[config.mk]
export PLATFORM = sky130hd
export DESIGN_NAME = tilelink_ul_master
export DESIGN_NICKNAME = d
export VERILOG_FILES = /design/src/rtl/tl_ul_pkg.sv /design/src/rtl/tilelink_ul_master.sv
export SDC_FILE = /design/constraint.sdc
export NUM_CORES = 1
export LEC_CHECK = 0
export BUFFER_PORTS_ARGS = -buffer_cell sky130_fd_sc_hd__clkbuf_2
export CAP_MARGIN = 10
export CORE_AREA = 10 10 117 119
export CTS_CLUSTER_SIZE = 25
export DETAILED_ROUTE_END_ITERATION = 7
export DIE_AREA = 0 0 127 129
export PLACE_DENSITY = 0.93
export SLEW_MARGIN = 25
export SYNTH_ARGS = -nofsm -noshare
export SYNTH_HDL_FRONTEND = slang
export SYNTH_SLANG_ARGS = --single-unit
[constraint.sdc]
create_clock -name clock -period 9.64 [get_ports clock]
set_clock_uncertainty 0.2 [all_clocks]
set_input_delay 1.446 -clock clock [delete_from_list [all_inputs] [get_ports clock]]
set_output_delay 1.446 -clock clock [all_outputs]
set_load 0.1 [all_outputs]
[src/rtl/tl_ul_pkg.sv]
// Shared TL-UL encodings, FSM state type and the size/address lane-mask helper
// used by the TL-UL initiator.
package tl_ul_pkg;

  localparam int DATA_W = 32;
  localparam int ADDR_W = 32;
  localparam int MASK_W = 4;
  localparam int SIZE_W = 4;

  typedef enum logic [2:0] {
    A_PUTFULL    = 3'd0,
    A_PUTPARTIAL = 3'd1,
    A_GET        = 3'd4
  } a_opcode_e;

  typedef enum logic [2:0] {
    D_ACCESSACK     = 3'd0,
    D_ACCESSACKDATA = 3'd1,
    D_HINTACK       = 3'd2
  } d_opcode_e;

  typedef enum logic [1:0] {
    IDLE   = 2'd0,
    A_SEND = 2'd1,
    D_WAIT = 2'd2
  } state_e;

  // Sub-word accesses select lanes from the low address bits; word and larger use all lanes.
  function automatic logic [MASK_W-1:0] lane_mask(input logic [SIZE_W-1:0] size,
                                                  input logic [1:0]        addr_lo);
    logic [MASK_W-1:0] m;
    m = 4'hF;
    if (size == 4'd0) begin
      m = 4'b0001 << addr_lo;
    end else if (size == 4'd1) begin
      m = addr_lo[1] ? 4'hC : 4'h3;
    end
    return m;
  endfunction

endpackage

[src/rtl/tilelink_ul_master.sv]
// TL-UL initiator: one outstanding Get/PutFull/PutPartial at a time, multi-beat Get,
// D-beat protocol checks and a response-wait watchdog.
module tilelink_ul_master
  import tl_ul_pkg::*;
#(
  parameter int SOURCE_ID = 0,
  parameter int TIMEOUT   = 1024,
  parameter int CNT_W     = 16
) (
  input  logic        clock,
  input  logic        reset_n,
  input  logic        cmd_valid,
  output logic        cmd_ready,
  input  logic        cmd_write,
  input  logic        cmd_partial,
  input  logic [31:0] cmd_address,
  input  logic [3:0]  cmd_size,
  input  logic [3:0]  cmd_mask,
  input  logic [31:0] cmd_wdata,
  output logic        rsp_valid,
  input  logic        rsp_ready,
  output logic [31:0] rsp_rdata,
  output logic        rsp_last,
  output logic        rsp_error,
  input  logic        a_ready,
  output logic        a_valid,
  output logic [2:0]  a_bits_opcode,
  output logic [2:0]  a_bits_param,
  output logic [3:0]  a_bits_size,
  output logic        a_bits_source,
  output logic [31:0] a_bits_address,
  output logic [3:0]  a_bits_mask,
  output logic [31:0] a_bits_data,
  output logic        d_ready,
  input  logic        d_valid,
  input  logic [2:0]  d_bits_opcode,
  input  logic [1:0]  d_bits_param,
  input  logic [3:0]  d_bits_size,
  input  logic        d_bits_source,
  input  logic        d_bits_sink,
  input  logic [31:0] d_bits_data,
  input  logic        d_bits_error,
  output logic        err_protocol,
  output logic        err_timeout,
  output logic        busy
);

  state_e            state_q;
  logic              a_valid_q;
  logic [2:0]        a_opcode_q;
  logic [3:0]        a_size_q;
  logic [31:0]       a_addr_q;
  logic [3:0]        a_mask_q;
  logic [31:0]       a_data_q;
  logic [CNT_W-1:0]  byte_cnt_q;
  logic [CNT_W-1:0]  byte_cnt_d;
  logic [CNT_W-1:0]  timer_q;
  logic              err_protocol_q;
  logic              err_timeout_q;

  logic              in_dwait;
  logic              is_get;
  logic              beat_fire;
  logic              beat_last;
  logic              beat_bad;
  logic              stray_d;
  logic              illegal_put;
  logic              timer_hit;
  logic [2:0]        exp_d_opcode;
  logic              unused_sink;

  assign unused_sink  = d_bits_sink;
  assign in_dwait     = (state_q == D_WAIT);
  assign is_get       = (a_opcode_q == 3'(A_GET));
  assign beat_fire    = in_dwait && d_valid && rsp_ready;
  assign byte_cnt_d   = byte_cnt_q + CNT_W'(4);
  // Puts are single-beat; a Get ends once the bytes delivered cover 2^size.
  assign beat_last    = !is_get || (byte_cnt_d >= (CNT_W'(1) << a_size_q));
  assign exp_d_opcode = is_get ? 3'(D_ACCESSACKDATA) : 3'(D_ACCESSACK);
  assign beat_bad     = (d_bits_opcode != exp_d_opcode) || (d_bits_source != 1'(SOURCE_ID)) ||
                        (d_bits_size != a_size_q) || (d_bits_param != 2'd0);
  assign stray_d      = d_valid && !in_dwait;
  assign illegal_put  = (state_q == IDLE) && cmd_valid && cmd_write && (cmd_size > 4'd2);
  assign timer_hit    = (TIMEOUT != 0) && (timer_q == CNT_W'(TIMEOUT));

  always_ff @(posedge clock or negedge reset_n) begin
    if (!reset_n) begin
      state_q        <= IDLE;
      a_valid_q      <= 1'b0;
      a_opcode_q     <= 3'd0;
      a_size_q       <= 4'd0;
      a_addr_q       <= 32'd0;
      a_mask_q       <= 4'd0;
      a_data_q       <= 32'd0;
      byte_cnt_q     <= '0;
      timer_q        <= '0;
      err_protocol_q <= 1'b0;
      err_timeout_q  <= 1'b0;
    end else begin
      if (stray_d || illegal_put || (beat_fire && beat_bad)) err_protocol_q <= 1'b1;
      if (in_dwait && timer_hit) err_timeout_q <= 1'b1;

      case (state_q)
        IDLE: begin
          if (cmd_valid && !illegal_put) begin
            state_q    <= A_SEND;
            a_valid_q  <= 1'b1;
            a_opcode_q <= !cmd_write ? 3'(A_GET) :
                          (cmd_partial ? 3'(A_PUTPARTIAL) : 3'(A_PUTFULL));
            a_size_q   <= cmd_size;
            a_addr_q   <= cmd_address;
            a_mask_q   <= (cmd_write && cmd_partial) ? cmd_mask
                                                     : lane_mask(cmd_size, cmd_address[1:0]);
            a_data_q   <= cmd_write ? cmd_wdata : 32'd0;
          end
        end
        A_SEND: begin
          if (a_ready) begin
            a_valid_q  <= 1'b0;
            state_q    <= D_WAIT;
            byte_cnt_q <= '0;
            timer_q    <= '0;
          end
        end
        D_WAIT: begin
          if (beat_fire) begin
            timer_q <= '0;
            if (beat_last) state_q <= IDLE;
            else           byte_cnt_q <= byte_cnt_d;
          end else if (timer_q != '1) begin
            timer_q <= timer_q + CNT_W'(1);
          end
        end
        default: state_q <= IDLE;
      endcase
    end
  end

  assign cmd_ready      = (state_q == IDLE);
  assign busy           = (state_q != IDLE);
  assign a_valid        = a_valid_q;
  assign a_bits_opcode  = a_opcode_q;
  assign a_bits_param   = 3'd0;
  assign a_bits_size    = a_size_q;
  assign a_bits_source  = 1'(SOURCE_ID);
  assign a_bits_address = a_addr_q;
  assign a_bits_mask    = a_mask_q;
  assign a_bits_data    = a_data_q;
  assign d_ready        = in_dwait && rsp_ready;
  assign rsp_valid      = in_dwait && d_valid;
  assign rsp_rdata      = d_bits_data;
  assign rsp_error      = d_bits_error;
  assign rsp_last       = in_dwait && beat_last;
  assign err_protocol   = err_protocol_q;
  assign err_timeout    = err_timeout_q;

endmodule

## Word-level counts from Yosys, hierarchy flattened

Index checks and enable logic that the tools add are counted.

| cells by class | value |
|---|---|
| add/subtract/negate cells | 2 |
| order comparisons | 2 |
| equality and inequality tests | 14 |
| shift-type cells | 2 |
| multiplexer cells | 23 |
| reductions and logical operators | 32 |

Operators by type and width:

| operator | number |
|---|---|
| 2-to-1 mux 16 bit | 5 |
| case mux 16 bit (2 select lines) | 2 |
| 2-to-1 mux 32 bit | 1 |
| adder 16 x 1 -> 16 bit (second input constant) | 1 |
| adder 16 x 3 -> 16 bit (second input constant) | 1 |
| == test 16 x 11 -> 1 bit (second input constant) | 1 |
| >= comparator 16 bit | 1 |
| 2-to-1 mux 4 bit | 4 |
| inequality test 16 bit (second input constant) | 1 |
| left shift 1 x 4 -> 16 bit (first input constant) | 1 |
| logical AND 1 bit | 12 |
| 2-to-1 mux 2 bit | 4 |
| AND reduction 4 bit | 2 |
| nonzero test 2 bit | 4 |
| logical OR 1 bit | 6 |
| inequality test 2 x 1 -> 1 bit (second input constant) | 3 |
| case mux 2 bit (3 select lines) | 1 |
| AND reduction 3 bit | 2 |
| == test 4 x 1 -> 1 bit (second input constant) | 1 |
| greater-than comparator 4 x 2 -> 1 bit (second input constant) | 1 |
| zero test 4 bit | 1 |
| 2-to-1 mux 1 bit | 4 |
| inequality test 2 bit (second input constant) | 2 |
| inequality test 4 bit | 1 |
| other kinds (11) | 13 |

| storage, ports and cells | value |
|---|---|
| bits in registers | 112 |
| bits of input ports | 124 |
| output and inout port bits | 120 |
| logic and storage cells | 86 |

## Longest topological paths before layout

| depth | value |
|---|---|
| depth in word-level cells | 8 |
| gate-level depth with buffers | 13 |
| depth with buffers taken out | 11 |

## Worst setup path before layout

OpenSTA, ideal clock, no wires.

| timing | value |
|---|---|
| path type | reg-to-output |
| start | reg a_size_q[3], in the netlist a_bits_size[3] |
| end | out rsp_last |
| arrival | 3457 ps |
| data required time | 7994 ps |
| slack | 4537 ps |
| cell stages (with the launch flop) | 11 |
| buffers on the path | 2 |
| cell sequence | dfrtp_1 clkbuf_1 nor2b_1 nand2_1 ha_1 nand4_1 nor4_1 a22oi_1 clkbuf_1 nand2_1 o21a_1 |

| on the way | value |
|---|---|
| cells in the longest elaborated chain, start to end | 4 |

Ends and longest elaborated chain:

| item | RTL line | source |
|---|---|---|
| start, declared | tilelink_ul_master.sv:51 | `logic [3:0] a_size_q;` |
| start signal, assigned | tilelink_ul_master.sv:110 | `a_size_q <= cmd_size;` |
| left shift 1 x 4 -> 16 bit | tilelink_ul_master.sv:78 | `assign beat_last = !is_get \|\| (byte_cnt_d >= (CNT_W'(1) << a_size_q));` |
| >= comparator 16 bit | tilelink_ul_master.sv:78 |  |
| logical OR 1 bit | tilelink_ul_master.sv:78 |  |
| logical AND 1 bit | tilelink_ul_master.sv:153 | `assign rsp_last = in_dwait && beat_last;` |
| end, declared | tilelink_ul_master.sv:23 | `output logic rsp_last,` |

Every way passes these cells.

## Final worst setup path

| timing | value |
|---|---|
| start | reg byte_cnt_q[4] |
| end | out rsp_last |

| on the way | value |
|---|---|
| cells in the longest elaborated chain, start to end | 4 |

Ends and longest elaborated chain:

| item | RTL line | source |
|---|---|---|
| start, declared | tilelink_ul_master.sv:55 | `logic [CNT_W-1:0] byte_cnt_q;` |
| start signal, assigned | tilelink_ul_master.sv:129 | `else byte_cnt_q <= byte_cnt_d;` |
| adder 16 x 3 -> 16 bit | tilelink_ul_master.sv:76 | `assign byte_cnt_d = byte_cnt_q + CNT_W'(4);` |
| >= comparator 16 bit | tilelink_ul_master.sv:78 |  |
| logical OR 1 bit | tilelink_ul_master.sv:78 |  |
| logical AND 1 bit | tilelink_ul_master.sv:153 |  |

Every way passes these cells.

==> results.md <==
- Status: complete, no violations
- Met3 Wirelength: about 1700 um
- Post-synth EDFFs: 0
- Num CTS Buffers: 9
- Fraction of registers with async set/reset: 100.0%
- IO Port Bufs: 171
- Simple-gate area share of the yosys netlist: approximately 14%
- Most frequent cells in the layout: clkbuf_2 (171), dfrtp_1 (109), mux2_2 (36)
- Fill cells: 897
- Starting Density: 50.81%
- Reg2reg start: byte_cnt_q[4]$_DFFE_PN0P_
- Routed vias: between 4000 and 5000
- Synth Register Bits: 109
- Remaining DRCs: 0
- Critical-path cell list: and4_1, nand4_1, nand2b_1, xnor2_1, inv_1, ha_1, and4_1, a22oi_1, nand2_1, o21a_1, clkbuf_2
- Critical path's most frequent cell: and4_1
- Adder-cell share of the synthesized area: ~4.6%
- Min-delay src: a_bits_mask[1]$_DFFE_PN0P_
- Largest net degree at the start of global routing: 80
- Top cell type by total area after synthesis: dfrtp_1
- Most common cell after layout, fill and taps aside: clkbuf_2
- Worst Tran Pin Value: 956.0 ps
- CTS Buffer Depth: 2
- Syn Area/Cell: 10.48 um^2
- Critical path buffer and inverter count: 2
- GRT Util Overall: a little under a fifth
- Drt via density: 5.710
- Ports: 244
- Req. time, crit path: around 8000 ps
- Min Tclk post-route: 5384 ps
- Primary FF master, synth: dfrtp_1
- Top sig layer: met4
- Synth Area in XOR/XNOR: ~3%
- Static Leakage: 0.003268 uW
- CTS resizes: 0
- Synth Warn #: 0
- CP max stage cell: a22oi_1
- CTS sink cnt: 109
- Vias in the first global route: 4863
- Final Total Pwr: 2649 uW
- Iter 0 DRT Violations: approximately 300
- Cell area after synthesis: 5752 um^2
- Worst rel slew slack: a little over a third
- First-pass GRT wire length: 24940 um
- Multiplexer share of the synthesized area: under 10%
- Max FO, Critical Path: 8
- Synth Area in Compound Gates: 15.08%
- Die area: 16380 um^2
- RR Endpoint: byte_cnt_q[15]$_DFFE_PN0P_
- Main combinational cell family by area after synthesis: compound AO/OA/AOI/OAI gates
- RSZ-0062 raised after global routing: false
- Share of layout cells above drive strength 1: between 30% and 40%
- CP Class: reg2out
- FMAX: 185.7 MHz
- Hold-fix buffers at CTS: 0
- Setup Fix Bufs, Post-CTS: 0
- GP Congestion: 0.9219
- CTS clk-pin slew, worst paths: 70 ps
- Max-cap violations: 0
- CP startpoint: byte_cnt_q[4]$_DFFE_PN0P_
- Num rows: 39
- Initial antenna violation count: 0
- Register area share after synthesis: between 40% and 50%
- VDD IR-drop max: 0.0004305 V
- Top cells by area, synth: dfrtp_1 (47%), mux2_2 (7.0%), buf_4 (5.2%), a22o_1 (4.9%), ha_1 (4.6%)
- Worst setup path end: rsp_last
- Die X: approximately 130 um
- Crit path largest cell delay: between 500 and 600 ps
- Final Hold Viols: 0
- Unique masters post-synth: 59
- Worst R2R Setup Slack: 5680 ps
- Synth-to-Final Area Change: 17.45%
- H-Tree Depth: 3
- # setup viols final: 0
- Final TNS setup: 0 ps
- Routed metal-1 wirelength: between 5000 and 6000 um
- R2R cell count: 11
- Hold WC Path Type: reg2reg
- Met2 routed WL: 7872 um
- Grt ovf: 0
- Power Dens Cells: 392.2 nW/um^2
- Diode count: 0
- Core Area: between 10000 and 15000 um^2
- Post-synth top area share: 47.42%
- Min-Delay Path Depth: 2
- Die height: roughly 130 um
- Detailed-route wire length: 15700 um
- Clock root buffer: clkbuf_16
- Final slew viol count: 0
- Clock Latency Late Sink: 350 ps
- Crit path arrival time: 3740 ps
- Antenna-violating nets left: 0
- Dpl hpwl: between 10000 and 15000 um
- Crit path max-delay family: simple AND/OR/NAND/NOR gates
- Final period util: 55.85%
- Worst setup EP type: primary output
- Critical Path Stages: 11
- Drt wl/cell: 19.10 um
- Startpoint Class: flip-flop
- Number of iterations in the first detailed-routing pass: 5
- CTS tree: done
- Final Net Count: 819
- Post-Syn Instances: 549
[through the flow]
step | worst slack [ps] | cell area (um^2) | hold WS, ps | instances | util (%)
final | 4256 | 6755 | 284.0 | 822 | 59.67
after global routing | 4001 | 6755 | 311.3 | 822 | 59.67
after CTS | 4042 | 6750 | 286.9 | 821 | 59.63
after detailed placement | 4440 | 6439 | 270.0 | 805 | 56.87
after global placement | 4448 | 6434 | 261.4 | 805 | 56.83
after floorplan | 4537 | 5767 | 289.6 | 553 | -
[synthesized netlist by cell type, types with 20 or more instances]
master	count
nand2_1	35
dfrtp_1	109
o21ai_0	28
ha_1	21
nand3_1	22
nor2_1	20
a22o_1	32
buf_4	40
mux2_2	36
clkbuf_1	20
inv_1	30
[power breakdown]
| part | leakage, uW | switching (uW) | internal [uW] |
|---|---|---|---|
| clock | 0.000151 | 188 | 187 |
| combinational | 0.00171 | 1300 | 288 |
| sequential | 0.00141 | 104 | 583 |
[state kept, by name (all words and copies together) (netlist names)]
name / count
state_q: 2
timer_q: 16
a_bits_mask: 4
a_valid: 1
a_bits_opcode: 2
err_timeout: 1
a_bits_address: 32
byte_cnt_q: 14
a_bits_data: 32
err_protocol: 1
a_bits_size: 4
[per-layer routing]
layer	up-vias	global-route usage [%]
met5	-	0
met4	0	8.774
met2	243	31.80
met1	2213	20.00
li1	2191	-
met3	47	7.844
[worst min-delay path by stage]
stage                                 endpoint  slack (ps)
floorplan               timer_q[4]$_DFFE_PN0P_         290
global placement    a_bits_mask[2]$_DFFE_PN0P_         260
detailed placement  a_bits_mask[1]$_DFFE_PN0P_         270
CTS                 a_bits_mask[1]$_DFFE_PN0P_         290
global route           err_timeout$_DFFE_PN0P_         310
finish              a_bits_mask[1]$_DFFE_PN0P_         280
[tightest hold or removal path: cells and delay by family (launching register included)]
family	cells	cell delay [ps]
AO/OA/AOI/OAI	1	60
flip-flops	1	340
AND/OR/NAND/NOR	1	50
[cells by family (layout without fill, tap and decap cells)]
group,Yosys count,count (layout)
adders and majority gates,21,21
muxes,37,37
buffers and inverters,94,220
other,1,5
AOI/OAI and AO/OA,119,119
and+or+nand+nor,148,148
xor gates and xnor gates,20,20
DFF,109,109
[layout make-up]
class / instances / area, um^2 / share of cell area, %
clock inverter: 7 / 86.33 / 1.278
sequential: 109 / 2728 / 40.38
multi-input combinational: 350 / 2546 / 37.69
inverter: 30 / 112.6 / 1.667
tap: 143 / 178.9 / 2.649
timing repair buffer: 174 / 878.3 / 13.00
clock buffer: 9 / 225.2 / 3.334
Note: power is estimated with default switching activity, not from simulation.
